File: src/rtl/gpu_blit_engine.sv
// Clear/scroll engine in front of the character buffer CPU port.
// CPU writes pass through while idle and are held in a one-entry slot while busy.
module gpu_blit_engine #(
    parameter int MAX_COLS = 80,
    parameter int ROWS     = 30,
    parameter int ADDR_W   = 12,
    parameter int DATA_W   = 8
) (
    input  logic              clk,
    input  logic              rst_n,
    input  logic              mode_80col,
    input  logic              clear_req,
    input  logic              scroll_req,
    input  logic [4:0]        scroll_lines,
    input  logic [DATA_W-1:0] fill_char,
    input  logic [ADDR_W-1:0] cpu_wr_addr,
    input  logic [DATA_W-1:0] cpu_wr_data,
    input  logic              cpu_we,
    output logic [ADDR_W-1:0] mem_addr,
    output logic [DATA_W-1:0] mem_wdata,
    output logic              mem_we,
    output logic              mem_re,
    input  logic [DATA_W-1:0] mem_rdata,
    output logic              busy,
    output logic              done,
    output logic              drop_flag,
    input  logic              drop_clr
);

    typedef enum logic [2:0] {IDLE, START, CLEAR, SCR_RD, SCR_WR, SCR_FILL, FLUSH} state_t;

    state_t            state_q, state_n, eff;
    logic [ADDR_W-1:0] cnt_q, cnt_n, total_q, total_n, shift_q, shift_n, copy_q, copy_n;
    logic              full_q, full_n;
    logic [DATA_W-1:0] fill_q, fill_n;
    logic              slot_full_q, slot_full_n;
    logic [ADDR_W-1:0] slot_addr_q, slot_addr_n;
    logic [DATA_W-1:0] slot_data_q, slot_data_n;
    logic              drop_n;
    logic [ADDR_W-1:0] mem_addr_n;
    logic [DATA_W-1:0] mem_wdata_n;
    logic              mem_we_n, mem_re_n, busy_n, done_n;
    logic [ADDR_W-1:0] cols_a, total_a, shift_a;
    logic [4:0]        lines_a;

    always_ff @(posedge clk or negedge rst_n) begin
        if (!rst_n) begin
            state_q     <= IDLE;
            cnt_q       <= '0;
            total_q     <= '0;
            shift_q     <= '0;
            copy_q      <= '0;
            full_q      <= 1'b0;
            fill_q      <= '0;
            slot_full_q <= 1'b0;
            slot_addr_q <= '0;
            slot_data_q <= '0;
            drop_flag   <= 1'b0;
            mem_addr    <= '0;
            mem_wdata   <= '0;
            mem_we      <= 1'b0;
            mem_re      <= 1'b0;
            busy        <= 1'b0;
            done        <= 1'b0;
        end else begin
            state_q     <= state_n;
            cnt_q       <= cnt_n;
            total_q     <= total_n;
            shift_q     <= shift_n;
            copy_q      <= copy_n;
            full_q      <= full_n;
            fill_q      <= fill_n;
            slot_full_q <= slot_full_n;
            slot_addr_q <= slot_addr_n;
            slot_data_q <= slot_data_n;
            drop_flag   <= drop_n;
            mem_addr    <= mem_addr_n;
            mem_wdata   <= mem_wdata_n;
            mem_we      <= mem_we_n;
            mem_re      <= mem_re_n;
            busy        <= busy_n;
            done        <= done_n;
        end
    end

    always_comb begin
        state_n     = state_q;
        cnt_n       = cnt_q;
        total_n     = total_q;
        shift_n     = shift_q;
        copy_n      = copy_q;
        full_n      = full_q;
        fill_n      = fill_q;
        slot_full_n = slot_full_q;
        slot_addr_n = slot_addr_q;
        slot_data_n = slot_data_q;
        drop_n      = drop_flag & ~drop_clr;
        mem_addr_n  = '0;
        mem_wdata_n = '0;
        mem_we_n    = 1'b0;
        mem_re_n    = 1'b0;
        done_n      = 1'b0;

        cols_a  = mode_80col ? ADDR_W'(MAX_COLS) : ADDR_W'(MAX_COLS / 2);
        lines_a = (scroll_lines == '0) ? 5'd1 : scroll_lines;
        total_a = cols_a * ADDR_W'(ROWS);
        shift_a = cols_a * ADDR_W'(lines_a);

        // START issues the first access of the chosen command in the same cycle.
        eff = state_q;
        if (state_q == START) eff = full_q ? CLEAR : SCR_RD;

        case (eff)
            IDLE: begin
                mem_we_n    = cpu_we;
                mem_addr_n  = cpu_wr_addr;
                mem_wdata_n = cpu_wr_data;
                if (clear_req || scroll_req) begin
                    state_n = START;
                    full_n  = clear_req || (int'(lines_a) >= ROWS);
                    fill_n  = fill_char;
                    total_n = total_a;
                    shift_n = shift_a;
                    copy_n  = total_a - shift_a;
                    cnt_n   = '0;
                end
            end
            CLEAR: begin
                mem_we_n    = 1'b1;
                mem_addr_n  = cnt_q;
                mem_wdata_n = fill_q;
                if (cnt_q == total_q - ADDR_W'(1)) begin
                    state_n = FLUSH;
                end else begin
                    cnt_n   = cnt_q + ADDR_W'(1);
                    state_n = CLEAR;
                end
            end
            SCR_RD: begin
                mem_re_n   = 1'b1;
                mem_addr_n = cnt_q + shift_q;
                state_n    = SCR_WR;
            end
            SCR_WR: begin
                mem_we_n    = 1'b1;
                mem_addr_n  = cnt_q;
                mem_wdata_n = mem_rdata;
                cnt_n       = cnt_q + ADDR_W'(1);
                state_n     = (cnt_q == copy_q - ADDR_W'(1)) ? SCR_FILL : SCR_RD;
            end
            SCR_FILL: begin
                mem_we_n    = 1'b1;
                mem_addr_n  = cnt_q;
                mem_wdata_n = fill_q;
                if (cnt_q == total_q - ADDR_W'(1)) state_n = FLUSH;
                else cnt_n = cnt_q + ADDR_W'(1);
            end
            FLUSH: begin
                // Stay here while a held write is pending so it is never lost.
                if (slot_full_q) begin
                    mem_we_n    = 1'b1;
                    mem_addr_n  = slot_addr_q;
                    mem_wdata_n = slot_data_q;
                    slot_full_n = 1'b0;
                end else if (!cpu_we) begin
                    done_n  = 1'b1;
                    state_n = IDLE;
                end
            end
            default: state_n = IDLE;
        endcase

        if (state_q != IDLE && cpu_we) begin
            if (slot_full_n) drop_n = 1'b1;
            slot_full_n = 1'b1;
            slot_addr_n = cpu_wr_addr;
            slot_data_n = cpu_wr_data;
        end

        busy_n = (state_n != IDLE);
    end

endmodule

File: config.mk
export PLATFORM = sky130hd
export DESIGN_NAME = gpu_blit_engine
export DESIGN_NICKNAME = d
export VERILOG_FILES = /design/src/rtl/gpu_blit_engine.sv
export SDC_FILE = /design/constraint.sdc
export NUM_CORES = 1
export LEC_CHECK = 0
export ABC_AREA = 1
export ABC_CLOCK_PERIOD_IN_PS = 2100
export BUFFER_PORTS_ARGS = -buffer_cell sky130_fd_sc_hd__buf_2
export CORE_ASPECT_RATIO = 1.25
export CORE_UTILIZATION = 30
export CTS_CLUSTER_DIAMETER = 50
export CTS_CLUSTER_SIZE = 24
export DETAILED_ROUTE_END_ITERATION = 10
export PLACE_DENSITY = 0.51
export SETUP_SLACK_MARGIN = 0.2
export SKIP_LAST_GASP = 1
export SYNTH_ARGS = -nofsm -noshare
export SYNTH_HDL_FRONTEND = slang
export SYNTH_SLANG_ARGS = --single-unit
File: constraint.sdc
create_clock -name clk -period 2.1 [get_ports clk]
set_input_delay 0.63 -clock clk [delete_from_list [all_inputs] [get_ports clk]]
set_output_delay 0.63 -clock clk [all_outputs]
set_load 0.05 [all_outputs]
==> results of run 1 <==
-- worst max-delay path, delay by kind of cell --
| family | cells | cell delay [ns] |
|---|---|---|
| and+or+nand+nor | 11 | 0.99 |
| AOI/OAI and AO/OA | 1 | 0.15 |
| buffers and inverters | 3 | 0.34 |
| xor gates and xnor gates | 1 | 0.16 |
| adders and majority gates | 4 | 1.35 |
-- synth_stat cells (all sizes together) --
cell type | instances | area (um2)
a211o | 2 | 17.5
a21boi | 1 | 7.51
a21o | 2 | 15.0
a21oi | 28 | 144
a22oi | 5 | 37.5
a31o | 1 | 8.76
a31oi | 1 | 6.26
a41oi | 1 | 8.76
and2 | 1 | 6.26
buf | 17 | 96.3
clkbuf | 8 | 30.0
conb | 2 | 7.51
dfrtp | 90 | 2250
fa | 6 | 120
ha | 32 | 400
inv | 95 | 357
mux2 | 3 | 33.8
nand2 | 268 | 1020
nand3 | 43 | 230
nand3b | 1 | 7.51
nand4 | 21 | 131
nor2 | 55 | 226
nor3 | 9 | 45.0
o2111ai | 10 | 87.6
o211ai | 6 | 45.0
o21ai | 52 | 275
o21bai | 2 | 15.0
o22ai | 3 | 18.8
xnor2 | 5 | 43.8
xor2 | 13 | 114
-- where the power goes --
part / total (uW) / leakage [uW] / switching [uW] / internal [uW]
clock: 1700 / 0.000150 / 749 / 947
combinational: 5490 / 0.00273 / 3410 / 2080
sequential: 2920 / 0.00112 / 473 / 2450
total: 10100 / 0.00400 / 4630 / 5480
-- layout make-up --
cell class,instances,area [um2],area share (%)
flip-flops and latches,90,2260,27.9
multi-input cells,573,3680,45.6
clock inverters,7,82.6,1.02
clock buffers,9,225,2.79
inverters,95,364,4.51
repair buffers,163,1170,14.5
well taps,232,290,3.59
-- what timing repair did --
item                                    in CTS  in global routing
endpoints found under the setup margin      20                 65
gates resized for setup                     64                 69
pin swaps                                   39                 56
hold endpoints to repair                     0                  0
buffers inserted                            10                  9
-- per-stage QoR --
| stage | setup TNS (ns) | total power (uW) |
|---|---|---|
| finish | -10.47 | 10100 |
| global route | -11.66 | 10900 |
| CTS | -10.72 | 9840 |
| detailed placement | -16.19 | 7880 |
| global placement | -15.70 | 7840 |
| floorplan | -9.68 | 6400 |
-- worst min-delay path by stage --
stage                          from             end  slack (ns)  depth (start not counted)
after floorplan               rst_n            busy        0.33                          0
after global placement    fill_q[4]       fill_q[4]        0.46                          2
after detailed placement  fill_q[1]       fill_q[1]        0.46                          2
after CTS                     rst_n  slot_addr_q[5]        0.23                          1
after global routing          rst_n  slot_addr_q[5]        0.25                          1
final                         rst_n  slot_addr_q[5]        0.22                          1
-- logic make-up (layout without fill, tap and decap cells) --
kind of cell / Yosys count / count (layout) / share of synthesized area [%]
AO/OA/AOI/OAI: 114 / 114 / 11.8
XOR/XNOR: 18 / 18 / 2.72
adder cells (fa/ha/maj): 38 / 38 / 8.97
buffers and inverters: 120 / 274 / 8.32
flip-flops: 90 / 90 / 38.8
multiplexers: 3 / 3 / 0.582
other: 2 / 2 / 0.129
AND/OR/NAND/NOR: 398 / 398 / 28.6
-- state kept, by name, summed over array words and instances (netlist names), 3 cells and up --
signal,count
slot_addr_q,12
fill_q,8
state_q,3
total_q,3
shift_q,9
slot_data_q,8
copy_q,8
mem_wdata,8
mem_addr,12
cnt_q,12
-- layer usage --
metal	wire (um)	vias up	global-route usage, %
li1	-	2833	-
met1	7030	2577	19.3
met2	8670	97	31.6
met3	445	21	2.04
met4	308	0	5.68
met5	0	-	0
==> metrics.cfg, run 1 <==
[worst_setup_path]
startpoint_type=input pin
slowest_stage=fa_1
worstPathCellList=buf_8 -> buf_6 -> buf_6 -> o21ai_4 -> ha_4 -> fa_1 -> ha_1 -> nand3_1 -> nand2_2 -> xnor2_4 -> ha_4 -> nand2_2 -> nor3_2 -> nand2_1 -> nand3_2 -> nand3_2 -> nand2_1 -> nand2_1 -> nand3_1 -> nand3_1
reg2reg_to=mem_addr[9]
required_ns=2.32
reg2reg_slack_ns=0.25
arrival_ns=3.64
crit_fanout=5
critPathCapture=copy_q[11]
crit_start=mode_80col
rr_worst_depth=10
worstSetupPathType=in -> reg
critPathCaptureType=flop
max_stage_delay_ns=0.59
r2r-start=shift_q[3]

[clock_network]
cts_tree=yes
cts_sinks=90
clock_latency_ns=0.34
cts_inserted_buffers=9
hold_buffers=0
cts_root_buffer=clkbuf_16
htree_levels=3
clk_pin_slew_ns=0.07
cts_buffer_depth=2

[route]
drc=0
wirelength_um=16500
drt_iter0_markers=224
first_pass_iters=4
vias=5528
avgViaCountPerCell=4.73
wl_per_cell_um=14.1
route.antenna.remaining_nets=0

[placement]
io_buffers=72
placed_area_mm2=0.00708
dp_cells=1134
pre_cts_ws_ns=-1.76
gp_congestion=0.870
place_hpwl_um=12500

[min_path]
min_path_type=in -> async

[finish]
layout_commonest_cell=nand2_1
final_util_pct=42.8
antenna_cells=0
layout_common_cells=246 x nand2_1, 87 x dfrtp_1, 74 x inv_1, 72 x buf_4, 68 x buf_2
drive_above_1_share_pct=32.6
fin_nets=1018
final_cells=1169
fill_cells=1930
area_growth_pct=39.1
fin_area_mm2=0.00808

[sta]
skew_ns=0.0103
rsz0062_at_grt=yes
final-hold-violation-count=0
holdWs_ns=0.224
period_needed_ns=3.41
period_share_pct=163
fin_ws_ns=-1.31
setup_viol=13
slew_violations=0
clock.fmax_mhz=293

[die]
pin_count=73
start_util_pct=30.8
coreArea_mm2=0.0188
die_x_um=126
design.die.area_mm2=0.0199
rows=56
die_h_um=158

[pwr]
p_leak_uw=0.00400
ir_drop_mv=0.631
pwr_density_cell_mw_per_mm2=1250

[synth]
synth_fp_nets=869
synth_cell_type_count=42
synthCells=783
seq_area_frac_synth_pct=38.8
yosysWarnings=0
ys_ff_latch=90
avgSynthCellArea_um2=7.41
syn-cell-area_mm2=0.00580

[global_routing]
antenna_found_initial=0
grt_pass1_vias=5321
grt_pass1_wl_um=26100
grt_max_degree=33
grtUsageTotal_pct=16.7
overflow=0

[flow_run]
drv_cap=0

[run_status]
violations=setup timing
status=finished, violations left

Note: power is estimated with default switching activity, not from simulation.
==> inputs of run 2 (changes only) <==
--- a/config.mk
+++ b/config.mk
@@ -5,7 +5,6 @@
 export SDC_FILE = /design/constraint.sdc
 export NUM_CORES = 1
 export LEC_CHECK = 0
-export ABC_AREA = 1
 export ABC_CLOCK_PERIOD_IN_PS = 2100
 export BUFFER_PORTS_ARGS = -buffer_cell sky130_fd_sc_hd__buf_2
 export CORE_ASPECT_RATIO = 1.25
==> run 2 against run 1 <==
Against the previous run:
- the flow still finishes with violations (setup timing)
- largest power group unchanged
- worst setup slack gained 0.020 ns
- combinational power down 1%
- synthesized cell count is 30% lower
- maximum frequency increased by 0.59%
==> metrics.cfg, run 2 <==
[run_status]
status=finished, violations left
violations=setup timing

[min_path]
min_path_type=in -> async

[synth]
synth_cell_type_count=64
async_flop_share_pct=100
synth_edf_count=0
yosys-top-cells-area=dfrtp_1 42%, ha_1 7.4%, nand2_1 5.0%, mux2_2 4.2%, xor2_1 4.1%
synth_fp_nets=633
synth.most_common_cell=dfrtp_1
yosys-top-cells-count=90 x dfrtp_1, 72 x nand2_1, 37 x nor2_1
synth_top_area_share_pct=41.7
synth_top_area_cell=dfrtp_1
yosysWarnings=0
avgSynthCellArea_um2=9.87
synth_ff_type=dfrtp_1
synthCells=547
seq_area_frac_synth_pct=41.7
syn-cell-area_mm2=0.00540
ys_ff_latch=90

[die]
rows=54
design.die.area_mm2=0.0185
die_x_um=122
start_util_pct=30.7
die_h_um=152
coreArea_mm2=0.0176
pin_count=73

[clock_network]
htree_levels=3
cts_inserted_buffers=9
clock_latency_ns=0.34
cts_buffer_depth=2
cts_tree=yes
cts_root_buffer=clkbuf_16
clk_pin_slew_ns=0.07
cts_sinks=90

[sta]
fin_ws_ns=-1.29
tns_ns=-12.11
clock.fmax_mhz=295
skew_ns=0.00699
worst_pin_slew_ns=0.692
setup_viol=22
slew_headroom_pct=53.5
slew_violations=0
rsz0062_at_grt=yes
period_share_pct=162
period_needed_ns=3.39
final-hold-violation-count=0

[worst_setup_path]
startpoint_type=input pin
required_ns=2.32
worstSetupPathType=in -> reg
max_stage_delay_ns=0.45
slowest_stage=fa_1
worstPathCellList=buf_8 -> mux2_4 -> ha_4 -> fa_1 -> ha_4 -> ha_4 -> buf_4 -> buf_6 -> xnor2_4 -> ha_4 -> a2111oi_4 -> nor3_2 -> a31oi_1 -> xnor2_1 -> o21ai_1
crit_fanout=5
critPathCaptureType=flop
cp_top_family=adder cells
crit_buf_inv=3
worst_path_most_repeated_cell=ha_4
arrival_ns=3.62

[finish]
fin_nets=797
drive_above_1_share_pct=43.2
final_cells=940
layout_common_cells=89 x dfrtp_1, 89 x buf_4, 69 x nand2_1, 66 x buf_2, 34 x nor2_1
antenna_cells=0
area_growth_pct=44.5
reg.largest.list=cnt_q (12), mem_addr (12), slot_addr_q (12)

[route]
drt_iter0_markers=215
vias=4586
wl_per_cell_um=15.3
wirelength_um=14400
route.antenna.remaining_nets=0
drc=0
avgViaCountPerCell=4.88
first_pass_iters=4

[global_routing]
antenna_found_initial=0
grt_max_degree=33
grt_pass1_vias=4740
overflow=0
grtUsageTotal_pct=16.1
grt_pass1_wl_um=23500

[pwr]
p_leak_uw=0.00363
pwr_density_cell_mw_per_mm2=1260
ir_drop_mv=0.443

[placement]
gp_congestion=0.815
io_buffers=72
pre_cts_ws_ns=-1.80
dp_cells=902
place_hpwl_um=10900

[flow_run]
drv_cap=0

-- run 2: changes by cell type in the layout (fill, tap and decap cells not counted), sizes merged, moves of 17 or more --
cell / change
buf: +20
nor2: -17
nand2: -195
mux2: +19
inv: -82
nand3: -34
-- run 2: cell type report --
type / count / area (um2)
well taps: 224 / 280
inverters: 16 / 65.1
multi-input cells: 411 / 3530
repair buffers: 183 / 1370
flip-flops and latches: 90 / 2250
clock inverters: 6 / 65.1
clock buffers: 10 / 239
fillers: 1687 / 9760
-- run 2: metal layers --
metal | wire length, um | GRT usage, % | part of all wire, %
met1 | 5940 | 18.5 | 41
met2 | 7750 | 30.1 | 54
met3 | 419 | 2.14 | 2.9
met4 | 244 | 4.64 | 1.7
met5 | 0 | 0 | 0
-- run 2: cells by family after synthesis --
group	count (synthesis)	share of synthesized area, %
buf+inv	47	3.75
mux	34	6.81
other cells	2	0.139
flops	90	41.7
compound gates	113	15.1
xor+xnor	39	6.32
fa+ha+maj	38	9.64
simple gates	184	16.5
-- run 2: timing repair --
| item | CTS | global route |
|---|---|---|
| pin swaps | 55 | 27 |
| hold buffers | 0 | 0 |
| buffers inserted | 16 | 5 |
| resized for setup | 78 | 20 |
| endpoints found under the hold margin | 0 | 0 |
| cloned | 1 | 0 |
| endpoints found under the setup margin | 44 | 38 |
-- run 2: metrics by stage --
stage	instance area, um2	hold slack, ns	total power [uW]	utilization, %
final	7800	0.231	9850	44.4
after floorplan	5640	0.334	5960	-
after global routing	7800	0.260	10500	44.4
after global placement	6880	0.463	7450	39.2
after CTS	7670	0.241	9750	43.7
after detailed placement	6880	0.466	7570	39.2
-- run 2: worst reg2reg max path, stage by stage (launching register included) --
cell and delay [ns]:
dfrtp_2 0.47, ha_4 0.19, fa_2 0.33, a21o_1 0.18
a21oi_2 0.18, o21ai_2 0.09, o41ai_2 0.25, xor2_1 0.30
buf_4 0.16, nand3_1 0.07, nand3_1 0.08
-- run 2: path summary, 6_finish.rpt --
kind	start	endpoint	slack, ns	cells past startpoint
worst min register to register	fill_q[4]	fill_q[4]	0.47	2
worst max-delay path	mode_80col	copy_q[11]	-1.29	15
worst min-delay path	rst_n	slot_addr_q[10]	0.23	1
worst max register to register	shift_q[3]	mem_addr[11]	-0.25	10
min in group clk	fill_q[4]	fill_q[4]	0.47	2
max in group asynchronous	rst_n	shift_q[3]	1.33	2
-- run 2: power breakdown --
group          switching [uW]  internal [uW]
Combinational            2940           2470
Clock                     690            957
Sequential                429           2360
Total                    4060           5790
==> inputs of run 3 (changes only) <==
--- a/config.mk
+++ b/config.mk
@@ -8,13 +8,14 @@
 export ABC_CLOCK_PERIOD_IN_PS = 2100
 export BUFFER_PORTS_ARGS = -buffer_cell sky130_fd_sc_hd__buf_2
 export CORE_ASPECT_RATIO = 1.25
-export CORE_UTILIZATION = 30
+export CORE_UTILIZATION = 27
 export CTS_CLUSTER_DIAMETER = 50
 export CTS_CLUSTER_SIZE = 24
 export DETAILED_ROUTE_END_ITERATION = 10
-export PLACE_DENSITY = 0.51
-export SETUP_SLACK_MARGIN = 0.2
+export PLACE_DENSITY = 0.48
+export SETUP_SLACK_MARGIN = 0.4
 export SKIP_LAST_GASP = 1
 export SYNTH_ARGS = -nofsm -noshare
 export SYNTH_HDL_FRONTEND = slang
 export SYNTH_SLANG_ARGS = --single-unit
+export TNS_END_PERCENT = 10
==> run 3 against run 2 <==
Against the previous run:
- the run still ends with setup timing left
- largest cell class unchanged
- total power fell by 6.6%
- sequential power fell by 2%
- combinational power shrank 11%
- critical endpoint unchanged
- largest power group unchanged
==> metrics.cfg, run 3 (synthesis results as in run 2) <==
[run_status]
status=finished, violations left
violations=setup timing

[sta]
clock.fmax_mhz=293
skew_ns=0.00740
slew_headroom_pct=47.6
slew_violations=0
holdWs_ns=0.227
final-hold-violation-count=0
period_share_pct=162
rsz0062_at_grt=yes
period_needed_ns=3.41
worst_pin_slew_ns=0.783
setup_viol=30
fin_ws_ns=-1.31

[finish]
reg.largest.list=cnt_q (12), mem_addr (12), slot_addr_q (12)
area_growth_pct=35.4
fin_nets=779
final_cells=963
antenna_cells=0
layout_commonest_cell=dfrtp_1
fin_area_mm2=0.00731
final_util_pct=37.4
layout_common_cells=90 x dfrtp_1, 88 x buf_4, 72 x nand2_1, 68 x buf_2, 35 x nor2_1
drive_above_1_share_pct=35.5

[placement]
placed_area_mm2=0.00676
gp_congestion=0.787
place_hpwl_um=11000
pre_cts_ws_ns=-1.80
dp_cells=940
io_buffers=72

[global_routing]
overflow=0
grt_pass1_vias=4581
grtUsageTotal_pct=14.2
grt_max_degree=40
antenna_found_initial=0
grt_pass1_wl_um=23000

[route]
drt_iter0_markers=197
avgViaCountPerCell=4.64
wirelength_um=14000
route.antenna.remaining_nets=0
first_pass_iters=4
wl_per_cell_um=14.5
vias=4468
drc=0

[worst_setup_path]
crit_fanout=3
startpoint_type=input pin
critPathCaptureType=flop
rr_worst_depth=9
arrival_ns=3.62
required_ns=2.32
worstSetupPathType=in -> reg

[clock_network]
hold_buffers=0
htree_levels=3
clock_latency_ns=0.34
cts_buffer_depth=2
cts_root_buffer=clkbuf_16
cts_tree=yes
clk_pin_slew_ns=0.06
cts_inserted_buffers=9
cts_sinks=90

[die]
start_util_pct=27.6
design.die.area_mm2=0.0206
pin_count=73
coreArea_mm2=0.0195
rows=57
die_h_um=160
die_x_um=129

[pwr]
p_leak_uw=0.00346
ir_drop_mv=0.434
pwr_density_cell_mw_per_mm2=1260

[flow_run]
drv_cap=0

[min_path]
min_path_type=in -> async

[run 3: changes by cell type in the layout (fill, tap and decap cells not counted), moves of 3 or more]
cell     before  now
inv_1        10   14
ha_1         15   22
ha_4         16    8
o21ai_4       4    1
o21ai_0      14   27
nand3_1       6    9
nor2b_4       4    1
nand3_2       3    0
o21ai_1      19   13
nand2_1      69   72
buf_6        20    4
o21ai_2       7    3
[run 3: cell type report]
class                           instances  area, um2
Fill cell                            2007      12200
Multi-Input combinational cell        410       3210
Sequential cell                        90       2250
Timing Repair Buffer                  166       1160
Tap cell                              265        332
Clock buffer                           12        246
Inverter                               16       60.1
Clock inverter                          4       51.3
[run 3: per-layer routing]
layer,wire length (um),up-vias,global-route usage [%]
met1,5900,2169,16.9
li1,-,2217,-
met2,7510,70,25.9
met5,0,-,0
met3,371,12,1.98
met4,184,0,4.39
[run 3: repair_timing]
item                                    in CTS  in global routing
resized for setup                           21                 17
buffers inserted                             5                  2
endpoints found under the setup margin      71                 73
pin swaps                                   14                 12
[run 3: where the power goes]
part / total [uW] / switching, uW / internal [uW]
clock: 1630 / 670 / 956
combinational: 4830 / 2720 / 2110
sequential: 2740 / 376 / 2360
total: 9200 / 3770 / 5430
[run 3: through the flow]
stage / setup TNS (ns) / total power [uW]
CTS: -13.73 / 9210
global placement: -19.24 / 7330
global route: -17.20 / 9890
floorplan: -13.33 / 5860
detailed placement: -20.27 / 7450
finish: -13.30 / 9200
[run 3: worst paths after layout]
kind	start	end	slack, ns
min reg2reg	fill_q[5]	fill_q[5]	0.49
min	rst_n	mem_addr[10]	0.23
max	scroll_lines[2]	copy_q[11]	-1.31
max in group asynchronous	rst_n	fill_q[0]	1.35
max reg2reg	shift_q[3]	mem_addr[11]	-0.55
min in group clk	drop_clr	drop_flag	0.47
[run 3: worst max-delay path: stages]
cell and delay (ns):
buf_8 0.10, and2_4 0.15, or2_4 0.23, ha_4 0.27, fa_1 0.45, ha_1 0.29, a21o_1 0.18, a21oi_4 0.16
o21bai_1 0.09, a21oi_1 0.15, xor2_1 0.21, ha_1 0.29, a31oi_1 0.21, xnor2_1 0.14, o21ai_1 0.07
